<file path="src/rtl/dmem_port_arbiter_if.sv">
// Bundle of the core (c), loader (d) and data-memory (m) signals around dmem_port_arbiter.
// slave = arbiter side, master = requester/memory side.
interface dmem_port_arbiter_if #(
  parameter int DM_ADDRESS = 9,
  parameter int DATA_W     = 32
);
  logic                  c_req;
  logic                  c_we;
  logic [DM_ADDRESS-1:0] c_addr;
  logic [DATA_W-1:0]     c_wdata;
  logic [2:0]            c_funct3;
  logic                  c_gnt;
  logic                  c_rvalid;
  logic [DATA_W-1:0]     c_rdata;
  logic                  c_err;

  logic                  d_req;
  logic                  d_we;
  logic [DM_ADDRESS-1:0] d_addr;
  logic [DATA_W-1:0]     d_wdata;
  logic [2:0]            d_funct3;
  logic                  d_gnt;
  logic                  d_rvalid;
  logic [DATA_W-1:0]     d_rdata;
  logic                  d_err;

  logic [DM_ADDRESS-1:0] m_addr;
  logic                  m_re;
  logic                  m_we;
  logic [3:0]            m_be;
  logic [DATA_W-1:0]     m_wdata;
  logic [DATA_W-1:0]     m_rdata;

  modport slave (
    input  c_req, c_we, c_addr, c_wdata, c_funct3,
    output c_gnt, c_rvalid, c_rdata, c_err,
    input  d_req, d_we, d_addr, d_wdata, d_funct3,
    output d_gnt, d_rvalid, d_rdata, d_err,
    output m_addr, m_re, m_we, m_be, m_wdata,
    input  m_rdata
  );

  modport master (
    output c_req, c_we, c_addr, c_wdata, c_funct3,
    input  c_gnt, c_rvalid, c_rdata, c_err,
    output d_req, d_we, d_addr, d_wdata, d_funct3,
    input  d_gnt, d_rvalid, d_rdata, d_err,
    input  m_addr, m_re, m_we, m_be, m_wdata,
    output m_rdata
  );
endinterface

</file>
<file path="src/rtl/dmem_port_arbiter.sv">
// Round-robin scheduler of core and loader accesses onto a 1-cycle-latency word memory,
// with one outstanding transaction, byte-lane write steering and load extension.
//
// state | meaning
// IDLE  | arbitrate; grant pulse and field latch happen here
// RD    | memory read strobe
// WR    | memory write strobe with byte enables
// RESP  | completion pulse to the owner port
module dmem_port_arbiter #(
  parameter int DM_ADDRESS = 9,
  parameter int DATA_W     = 32
) (
  input logic               clk,
  input logic               reset_n,
  dmem_port_arbiter_if.slave bus
);

  typedef enum logic [1:0] {IDLE, RD, WR, RESP} state_t;

  state_t                state_q, state_d;
  logic                  last_d_q;
  logic                  owner_q;
  logic                  we_q;
  logic                  err_q;
  logic [DM_ADDRESS-1:0] addr_q;
  logic [DATA_W-1:0]     wdata_q;
  logic [2:0]            f3_q;

  logic                  req_any;
  logic                  pick_d;
  logic                  grant;
  logic                  sel_we;
  logic [DM_ADDRESS-1:0] sel_addr;
  logic [DATA_W-1:0]     sel_wdata;
  logic [2:0]            sel_f3;
  logic                  sel_err;

  function automatic logic access_err(input logic we, input logic [2:0] f3, input logic [1:0] a);
    logic bad;
    bad = 1'b0;
    case (f3)
      3'b000:  bad = 1'b0;
      3'b001:  bad = a[0];
      3'b010:  bad = |a;
      3'b100:  bad = we;
      3'b101:  bad = we | a[0];
      default: bad = 1'b1;
    endcase
    return bad;
  endfunction

  // last_d_q = 1 means the loader was granted last, so the core wins a tie
  assign req_any   = bus.c_req | bus.d_req;
  assign pick_d    = bus.d_req & (~bus.c_req | ~last_d_q);
  assign sel_we    = pick_d ? bus.d_we     : bus.c_we;
  assign sel_addr  = pick_d ? bus.d_addr   : bus.c_addr;
  assign sel_wdata = pick_d ? bus.d_wdata  : bus.c_wdata;
  assign sel_f3    = pick_d ? bus.d_funct3 : bus.c_funct3;
  assign sel_err   = access_err(sel_we, sel_f3, sel_addr[1:0]);

  always_ff @(posedge clk or negedge reset_n) begin
    if (!reset_n) begin
      state_q  <= IDLE;
      last_d_q <= 1'b1;
      owner_q  <= 1'b0;
      we_q     <= 1'b0;
      err_q    <= 1'b0;
      addr_q   <= '0;
      wdata_q  <= '0;
      f3_q     <= 3'b000;
    end else begin
      state_q <= state_d;
      if (grant) begin
        owner_q  <= pick_d;
        last_d_q <= pick_d;
        we_q     <= sel_we;
        err_q    <= sel_err;
        addr_q   <= sel_addr;
        wdata_q  <= sel_wdata;
        f3_q     <= sel_f3;
      end
    end
  end

  always_comb begin
    state_d = state_q;
    grant   = 1'b0;
    case (state_q)
      IDLE: begin
        if (req_any) begin
          grant = 1'b1;
          if (sel_err)     state_d = RESP;
          else if (sel_we) state_d = WR;
          else             state_d = RD;
        end
      end
      RD:      state_d = RESP;
      WR:      state_d = RESP;
      RESP:    state_d = IDLE;
      default: state_d = IDLE;
    endcase
  end

  // Grant is combinational in IDLE; qualify it with reset so nothing leaks out while held in reset
  assign bus.c_gnt = grant & ~pick_d & reset_n;
  assign bus.d_gnt = grant &  pick_d & reset_n;

  logic              in_rd, in_wr, in_resp;
  logic [3:0]        be;
  logic [DATA_W-1:0] wlanes;

  assign in_rd   = (state_q == RD);
  assign in_wr   = (state_q == WR);
  assign in_resp = (state_q == RESP);

  always_comb begin
    be     = 4'b0000;
    wlanes = '0;
    if (in_wr) begin
      case (f3_q[1:0])
        2'b00: begin
          be     = 4'b0001 << addr_q[1:0];
          wlanes = {4{wdata_q[7:0]}};
        end
        2'b01: begin
          be     = addr_q[1] ? 4'b1100 : 4'b0011;
          wlanes = {2{wdata_q[15:0]}};
        end
        default: begin
          be     = 4'b1111;
          wlanes = wdata_q;
        end
      endcase
    end
  end

  assign bus.m_re    = in_rd;
  assign bus.m_we    = in_wr;
  assign bus.m_be    = be;
  assign bus.m_wdata = wlanes;
  assign bus.m_addr  = (in_rd | in_wr) ? {addr_q[DM_ADDRESS-1:2], 2'b00} : '0;

  logic [DATA_W-1:0] rshift;
  logic [7:0]        lane_b;
  logic [15:0]       lane_h;
  logic [DATA_W-1:0] load_val;
  logic [DATA_W-1:0] resp_data;

  always_comb begin
    rshift   = bus.m_rdata >> {addr_q[1:0], 3'b000};
    lane_b   = rshift[7:0];
    lane_h   = addr_q[1] ? bus.m_rdata[31:16] : bus.m_rdata[15:0];
    load_val = '0;
    case (f3_q)
      3'b000:  load_val = {{24{lane_b[7]}}, lane_b};
      3'b001:  load_val = {{16{lane_h[15]}}, lane_h};
      3'b010:  load_val = bus.m_rdata;
      3'b100:  load_val = {24'b0, lane_b};
      3'b101:  load_val = {16'b0, lane_h};
      default: load_val = '0;
    endcase
  end

  // m_rdata is only meaningful in RESP, the cycle after the RD strobe
  assign resp_data = (in_resp && !we_q && !err_q) ? load_val : '0;

  assign bus.c_rvalid = in_resp & ~owner_q;
  assign bus.d_rvalid = in_resp &  owner_q;
  assign bus.c_rdata  = bus.c_rvalid ? resp_data : '0;
  assign bus.d_rdata  = bus.d_rvalid ? resp_data : '0;
  assign bus.c_err    = bus.c_rvalid & err_q;
  assign bus.d_err    = bus.d_rvalid & err_q;

endmodule

</file>
<file path="src/flat_wrapper.sv">
// flat-port wrapper written by rule: the top's interface ports become plain ports
module dmem_port_arbiter_flat 
#(
  parameter int DM_ADDRESS = 9,
  parameter int DATA_W     = 32
)
  (clk, reset_n, bus_c_req, bus_c_we, bus_c_addr, bus_c_wdata, bus_c_funct3, bus_c_gnt, bus_c_rvalid, bus_c_rdata, bus_c_err, bus_d_req, bus_d_we, bus_d_addr, bus_d_wdata, bus_d_funct3, bus_d_gnt, bus_d_rvalid, bus_d_rdata, bus_d_err, bus_m_addr, bus_m_re, bus_m_we, bus_m_be, bus_m_wdata, bus_m_rdata);
  dmem_port_arbiter_if #(.DM_ADDRESS(DM_ADDRESS), .DATA_W(DATA_W)) bus_i ();
  input logic clk;
  input logic reset_n;
  input wire logic [$bits(bus_i.c_req)-1:0] bus_c_req;
  input wire logic [$bits(bus_i.c_we)-1:0] bus_c_we;
  input wire logic [$bits(bus_i.c_addr)-1:0] bus_c_addr;
  input wire logic [$bits(bus_i.c_wdata)-1:0] bus_c_wdata;
  input wire logic [$bits(bus_i.c_funct3)-1:0] bus_c_funct3;
  output wire logic [$bits(bus_i.c_gnt)-1:0] bus_c_gnt;
  output wire logic [$bits(bus_i.c_rvalid)-1:0] bus_c_rvalid;
  output wire logic [$bits(bus_i.c_rdata)-1:0] bus_c_rdata;
  output wire logic [$bits(bus_i.c_err)-1:0] bus_c_err;
  input wire logic [$bits(bus_i.d_req)-1:0] bus_d_req;
  input wire logic [$bits(bus_i.d_we)-1:0] bus_d_we;
  input wire logic [$bits(bus_i.d_addr)-1:0] bus_d_addr;
  input wire logic [$bits(bus_i.d_wdata)-1:0] bus_d_wdata;
  input wire logic [$bits(bus_i.d_funct3)-1:0] bus_d_funct3;
  output wire logic [$bits(bus_i.d_gnt)-1:0] bus_d_gnt;
  output wire logic [$bits(bus_i.d_rvalid)-1:0] bus_d_rvalid;
  output wire logic [$bits(bus_i.d_rdata)-1:0] bus_d_rdata;
  output wire logic [$bits(bus_i.d_err)-1:0] bus_d_err;
  output wire logic [$bits(bus_i.m_addr)-1:0] bus_m_addr;
  output wire logic [$bits(bus_i.m_re)-1:0] bus_m_re;
  output wire logic [$bits(bus_i.m_we)-1:0] bus_m_we;
  output wire logic [$bits(bus_i.m_be)-1:0] bus_m_be;
  output wire logic [$bits(bus_i.m_wdata)-1:0] bus_m_wdata;
  input wire logic [$bits(bus_i.m_rdata)-1:0] bus_m_rdata;
  assign bus_i.c_req = bus_c_req;
  assign bus_i.c_we = bus_c_we;
  assign bus_i.c_addr = bus_c_addr;
  assign bus_i.c_wdata = bus_c_wdata;
  assign bus_i.c_funct3 = bus_c_funct3;
  assign bus_c_gnt = bus_i.c_gnt;
  assign bus_c_rvalid = bus_i.c_rvalid;
  assign bus_c_rdata = bus_i.c_rdata;
  assign bus_c_err = bus_i.c_err;
  assign bus_i.d_req = bus_d_req;
  assign bus_i.d_we = bus_d_we;
  assign bus_i.d_addr = bus_d_addr;
  assign bus_i.d_wdata = bus_d_wdata;
  assign bus_i.d_funct3 = bus_d_funct3;
  assign bus_d_gnt = bus_i.d_gnt;
  assign bus_d_rvalid = bus_i.d_rvalid;
  assign bus_d_rdata = bus_i.d_rdata;
  assign bus_d_err = bus_i.d_err;
  assign bus_m_addr = bus_i.m_addr;
  assign bus_m_re = bus_i.m_re;
  assign bus_m_we = bus_i.m_we;
  assign bus_m_be = bus_i.m_be;
  assign bus_m_wdata = bus_i.m_wdata;
  assign bus_i.m_rdata = bus_m_rdata;
  dmem_port_arbiter #(.DM_ADDRESS(DM_ADDRESS), .DATA_W(DATA_W)) u_core (.clk(clk), .reset_n(reset_n), .bus(bus_i));
endmodule
</file>
<file path="config.mk">
export PLATFORM = sky130hd
export DESIGN_NAME = dmem_port_arbiter_flat
export DESIGN_NICKNAME = d
export VERILOG_FILES = /design/src/rtl/dmem_port_arbiter_if.sv /design/src/rtl/dmem_port_arbiter.sv /design/src/flat_wrapper.sv
export SDC_FILE = /design/constraint.sdc
export NUM_CORES = 1
export LEC_CHECK = 0
export CAP_MARGIN = 40
export CORE_MARGIN = 1.5
export CORE_UTILIZATION = 25
export DETAILED_ROUTE_END_ITERATION = 10
export PLACE_DENSITY_LB_ADDON = 0.25
export SLEW_MARGIN = 15
export SYNTH_ARGS = -nofsm -noshare
export SYNTH_HDL_FRONTEND = slang
export SYNTH_SLANG_ARGS = --single-unit
</file>
<file path="constraint.sdc">
create_clock -name clk -period 2.6 [get_ports clk]
set_input_delay 0.52 -clock clk [delete_from_list [all_inputs] [get_ports clk]]
set_output_delay 0.52 -clock clk [all_outputs]
set_load 0.005 [all_outputs]
</file>
## Word-level counts from Yosys, hierarchy flattened

Index checks and enable logic that the tools add are counted.

| storage, ports and cells | value |
|---|---|
| register bits | 50 |
| logic and storage cells | 72 |
| output and inout port bits | 117 |
| bits of input ports | 126 |

| cells by class | value |
|---|---|
| bitwise operators | 17 |
| shifts and indexed selects | 2 |
| muxes and demuxes | 22 |
| equal/unequal tests | 13 |
| reductions and logical operators | 10 |

Operator list:

| operator | count |
|---|---|
| 32-bit 2-to-1 mux | 5 |
| 32-bit case mux with 5 select lines | 1 |
| 32-bit case mux with 2 select lines | 1 |
| 32-bit by 5-bit >> shifter with 8-bit output | 1 |
| 9-bit 2-to-1 mux | 2 |
| 16-bit 2-to-1 mux | 1 |
| 3-bit equality test (second input constant) | 4 |
| 1-bit bitwise AND | 9 |
| 4-bit 2-to-1 mux | 2 |
| 4-bit case mux with 2 select lines | 1 |
| 3-bit by 1-bit equality test with 1-bit output (second input constant) | 2 |
| 3-bit by 2-bit equality test with 1-bit output (second input constant) | 2 |
| 3-bit logical NOT | 2 |
| 2-bit 2-to-1 mux | 3 |
| 2-bit case mux with 3 select lines | 1 |
| 1-bit case mux with 5 select lines | 1 |
| 2-bit by 1-bit equality test with 1-bit output (second input constant) | 2 |
| 2-bit equality test (second input constant) | 2 |
| 2-bit logical NOT | 2 |
| 1-bit inverter | 4 |
| 1-bit OR | 4 |
| 2-bit OR reduction | 2 |
| 1-bit by 2-bit << shifter with 4-bit output (first input constant) | 1 |
| 1-bit 2-to-1 mux | 3 |
| other kinds (4) | 6 |

## Longest topological paths before layout

| depth | value |
|---|---|
| depth in word-level cells | 9 |
| mapped depth | 8 |
| mapped depth without buffers | 6 |

## Worst setup path before layout

No wires, ideal clock.

| path | value |
|---|---|
| path type | register to output |
| from | register u_core.state_q[0] |
| to | output bus_c_rdata[21] |
| path buffers | 2 |
| cell stages (with the launch flop) | 8 |
| arrival | 1,603 ps |
| slack | 477 ps |
| required time | 2,080 ps |
| path through | dfrtp_1 ha_1 and2b_1 nand4_2 or2_1 buf_2 buf_6 a21oi_1 |

| between the ends | value |
|---|---|
| elaborated cells between the ends (all ways) | 6 |
| classes of those cells | eq/ne: 1; mux: 2; bitwise: 1; reduce/logical: 2 |

RTL lines:

| element | line | RTL |
|---|---|---|
| start, declared | dmem_port_arbiter.sv:20 | `state_t state_q, state_d;` |
| start signal, assigned | dmem_port_arbiter.sv:72 | `state_q <= state_d;` |
| 2-bit equality test | dmem_port_arbiter.sv:114 | `assign in_resp = (state_q == RESP);` |
| 1-bit bitwise AND | dmem_port_arbiter.sv:167 | `assign bus.c_rvalid = in_resp & ~owner_q;` |
| net bus_c_rvalid | flat_wrapper.sv:17 | `output wire logic [$bits(bus_i.c_rvalid)-1:0] bus_c_rvalid;` |
| 32-bit 2-to-1 mux | dmem_port_arbiter.sv:169 | `assign bus.c_rdata = bus.c_rvalid ? resp_data : '0;` |
| end, declared | flat_wrapper.sv:18 | `output wire logic [$bits(bus_i.c_rdata)-1:0] bus_c_rdata;` |

The timed path passes the listed nets, and every way through them passes these cells.

## Final worst setup path

| path | value |
|---|---|
| from | register u_core.addr_q[1] |
| to | output bus_d_rdata[6] |

| between the ends | value |
|---|---|
| word-level cells in the longest chain between the ends | 4 |
| elaborated cells between the ends (all ways) | 5 |
| classes of those cells | shift: 1; mux: 4 |

RTL lines:

| element | line | RTL |
|---|---|---|
| start, declared | dmem_port_arbiter.sv:25 | `logic [DM_ADDRESS-1:0] addr_q;` |
| start signal, assigned | dmem_port_arbiter.sv:78 | `addr_q <= sel_addr;` |
| 32-bit by 5-bit >> shifter with 8-bit output or 16-bit 2-to-1 mux (tied branches) | dmem_port_arbiter.sv:150, dmem_port_arbiter.sv:152 |  |
| 32-bit case mux with 5 select lines (*) | dmem_port_arbiter.sv:154 | `case (f3_q)` |
| 32-bit 2-to-1 mux (*) | dmem_port_arbiter.sv:165 | `assign resp_data = (in_resp && !we_q && !err_q) ? load_val : '0;` |
| 32-bit 2-to-1 mux (*) | dmem_port_arbiter.sv:170 | `assign bus.d_rdata = bus.d_rvalid ? resp_data : '0;` |
| end, declared | flat_wrapper.sv:27 | `output wire logic [$bits(bus_i.d_rdata)-1:0] bus_d_rdata;` |

Every way passes the cells marked *; elsewhere a longest branch is shown, timed or not.

==> results.md <==
Run status:
- The run finished, with violations left.
- The final reports fail on negative setup slack.

Synth:
- Synthesis produced 509 cells.
- Sequential elements use 31.1% of the synthesized area.
- In this run, synthesis produced a sequential element count of 50.
- Among all flip-flop cells after synthesis, the most frequent one is sky130_fd_sc_hd__dfrtp_1.
- Measured against the total synthesized area, the mux share comes to 10.3%.
- The mean post-synth cell area is 7.92 um^2.
- After Yosys synthesis, and, or, nand and nor cells account for 25.8% of the synthesized area.
- In this run the cell area of the synthesized design comes to 4030 um^2.
- In this run, synthesis inferred 0 flip-flops with an integrated enable.
- Yosys printed 0 warnings.
- The share of synthesized flip-flops with an asynchronous set or reset is 100%.
- After synthesis, the largest family of logic cells by area is simple AND/OR/NAND/NOR gates.
- The share of the synthesized netlist area taken by xor and xnor gates is 0%.
- The synthesized netlist devotes 24.4% of its cell area to compound gates.
- The number of distinct standard cells referenced by the synthesized netlist is 49.
- The post-synthesis share of cell area spent on full adders, half adders and majority gates is 1.24%.

Global routing:
- The overall fraction of global-route tracks in use is 19.7%.
- The initial antenna violation count is 0.
- The aggregate global routing overflow is 0.
- The met2 usage in global routing is 35.4%.
- The largest net degree at the start of global routing is 56.
- The met3 global-route usage is 5.04%.
- For met1 alone, demand over resource in global routing was 22.3%.
- The global routing stage identified its most utilized layer as met2.
- The first-pass GRT wire length is 26.0 mm.
- The number of global-route vias before repair is 4907.

STA:
- Subtracting the final worst setup slack from the clock period gives 2.68 ns.
- Across the routed clock network, the largest skew measured is 0.00261 ns.
- Setup repair after global routing could not meet its margin everywhere.
- Dividing the final minimum period by the clock period gives 103%.
- The hold violation total from the final report is 0.
- The max-slew violation total from the final report came to 0.
- The final setup violation count is 16.
- Across all setup checks in the final design, the least slack found is -0.0825 ns.
- Measured against its own limit, the worst slew margin works out to 61.0%.
- The worst hold slack across all endpoints is 0.110 ns.
- The highest attainable clock frequency is 373 MHz.
- The transition time of the tightest slew-check pin is 0.585 ns.

Detailed routing:
- The vias after detailed routing is 4930.
- The first TritonRoute pass finished after 4 iterations.
- The post-detailed-route wirelength per cell is 18.1 um.
- The post-route antenna net violation count is 0.
- The detailed router's first-iteration violation count is 248.
- After detailed routing, the number of remaining DRC violations is 0.
- The routed design has 17.9 mm of wire.
- In the routed layout, each cell is associated on average with a via count of 4.99.

Layout:
- The antenna diode count is 0.
- In the layout the commonest cells are 149 x sky130_fd_sc_hd__clkdlybuf4s50_1, 139 x sky130_fd_sc_hd__nand2_1, 48 x sky130_fd_sc_hd__buf_4.
- The number of fillers in the final layout is 1515.
- In the final design database the tool counted 900 nets.
- The most common cell after layout, fill and taps aside is sky130_fd_sc_hd__clkdlybuf4s50_1.
- For this run, the number of standard cells in the final layout without fillers is 987.
- Summing all flip-flop and latch instances after layout gives 1260 um^2.
- The area overhead of the layout relative to synthesis is 82.0%.
- Of the cells placed in the final design, the portion with a size suffix greater than 1 is 26.7%.
- The combined area of the multi-input logic cells is 2890 um^2.

Setup path:
- The arrival time of the worst setup path is 2.16 ns.
- Measured in cells, the most critical reg-to-reg path has a length of 6.
- The worst reg2reg path startpoint is u_core.state_q[1].
- The kind of start point of the critical path is a register.
- The endpoint identified for the worst register-to-register timing path is u_core.state_q[1].
- The critical path class is reg2out.
- The flop-to-flop setup slack is 0.73 ns.
- Along the worst path, the maximum fanout reaches 7.
- The kind of end point of the critical path is an output pin.
- STA puts the critical path data required time at 2.08 ns.

Pwr:
- For this design the ratio of total power to cell area is 1040 nW/um^2.
- Overall power consumption after layout is estimated at 7.61 mW.
- The maximum vdd drop is 0.487 mV.
- For this design the static power due to leakage is 3.30 nW.

Placed design:
- The number of cells in the design after placement is 959.
- Detailed placement ended at an HPWL of 13.2 mm.
- Timing analysis after detailed placement gives a worst setup slack of -0.573 ns.
- The quantity of I/O buffers inserted on ports is 240.
- Routability-driven placement finished with a final weighted congestion of 0.827.

Die:
- In this run the core area contains 46 standard-cell rows.
- The total I/O pin count is 243.
- The die is 130 um wide.
- For this configuration, the core starts out at a cell density of 25.5%.
- The placeable core region is 15800 um^2.
- The area of the die is 16900 um^2.
- The die boundary height is 130 um.

Worst hold path:
- The class of the tightest hold or removal check is in2async.

Clock tree:
- The cell at the root of the clock tree is sky130_fd_sc_hd__clkbuf_16.
- The clock sink count is 50.
- The later pin in the worst-skew pair is clocked with a latency of 0.29 ns.
- TritonCTS built the clock tree.
- The clock buffer count from CTS is 5.
- The H-tree depth is 2.
- After clock tree synthesis, the clock-pin slew on the worst setup and hold paths is 0.07 ns.
- The longest clock path from root to sink contains 2 buffers.
- After clock tree synthesis, the flow added hold-fix buffers numbering 0.

Flow run:
- The max capacitance violation total is 0.
## metal layers
metal | vias to the layer above | share of wire (%) | wire, um
li1 | 2330 | - | -
met1 | 2344 | 39 | 7070
met2 | 227 | 49 | 8710
met3 | 29 | 8.3 | 1490
met4 | 0 | 3.5 | 624
met5 | - | 0 | 0
## Yosys cell counts, types with 8 or more instances
master	count	area share, %
sky130_fd_sc_hd__buf_2	13	1.6
sky130_fd_sc_hd__a32oi_1	46	10
sky130_fd_sc_hd__nor2b_1	10	1.6
sky130_fd_sc_hd__mux2_2	10	2.8
sky130_fd_sc_hd__o211a_1	8	2.0
sky130_fd_sc_hd__and2_1	18	2.8
sky130_fd_sc_hd__clkbuf_1	22	2.0
sky130_fd_sc_hd__a21oi_1	34	4.2
sky130_fd_sc_hd__dfrtp_1	49	30
sky130_fd_sc_hd__o21ai_0	10	1.2
sky130_fd_sc_hd__a21boi_0	12	2.2
sky130_fd_sc_hd__nand2_1	139	13
sky130_fd_sc_hd__nor2_1	39	3.6
sky130_fd_sc_hd__mux2i_1	28	7.0
## repair_timing
item                                   in CTS  in global routing
setup endpoints to repair                  83                 80
pin swaps                                  19                 17
cloned                                      2                  1
resized for setup                         237                 97
buffers inserted                           19                  4
endpoints found under the hold margin       0                  0
## layout make-up
| type | count | area share [%] |
|---|---|---|
| multi-input cells | 406 | 39.4 |
| repair buffers | 303 | 37.3 |
| flip-flops and latches | 50 | 17.1 |
| well taps | 216 | 3.68 |
| clock buffers | 5 | 1.70 |
| clock inverters | 3 | 0.614 |
| inverters | 4 | 0.205 |
## where the power goes
part           switching (mW)  internal (mW)  total [mW]
Combinational            2.58           2.69        5.27
Clock                   0.304          0.454       0.758
Sequential              0.400           1.18        1.58
Total                    3.28           4.33        7.61
## critical path: stages (launching register included)
cell	delay, ns
sky130_fd_sc_hd__dfrtp_2	0.46
sky130_fd_sc_hd__buf_12	0.16
sky130_fd_sc_hd__buf_6	0.11
sky130_fd_sc_hd__mux2_4	0.30
sky130_fd_sc_hd__or2_1	0.24
sky130_fd_sc_hd__a32oi_2	0.27
sky130_fd_sc_hd__buf_4	0.17
sky130_fd_sc_hd__nor2_1	0.04
sky130_fd_sc_hd__buf_2	0.13
## logic make-up after synthesis
logic type      Yosys count
other cells               1
mux                      39
buf+inv                  54
fa+ha+maj                 4
simple gates            232
compound gates          129
flops                    50
## worst max path at each step
stage / startpoint / endpoint / slack (ns) / cells after the start
floorplan: u_core.state_q[0] / bus_c_rdata[21] / 0.48 / 7
finish: u_core.addr_q[1] / bus_d_rdata[6] / -0.08 / 8
CTS: u_core.addr_q[1] / bus_d_rdata[20] / -0.16 / 7
global placement: bus_m_rdata[31] / bus_d_rdata[11] / -0.54 / 6
detailed placement: bus_m_rdata[31] / bus_c_rdata[18] / -0.57 / 7
global route: u_core.addr_q[1] / bus_d_rdata[12] / -0.14 / 7
## per-stage QoR
step           TNS [ns]  utilization, %  cell area (um^2)
3_5_place_dp     -30.84            43.3              6850
3_3_place_gp     -30.02            43.3              6850
5_1_grt           -2.68            46.4              7340
4_1_cts           -2.51            46.2              7310
6_report         -0.369            46.4              7340
2_1_floorplan         0               -              4040
## registers in the layout, indices dropped and copies added, names as in the netlist
signal and count:
u_core.err_q 1, u_core.f3_q 3, u_core.owner_q 1, u_core.state_q 2
u_core.addr_q 9, u_core.last_d_q 1, u_core.wdata_q 32, u_core.we_q 1
(Power assumes the default switching activity.)
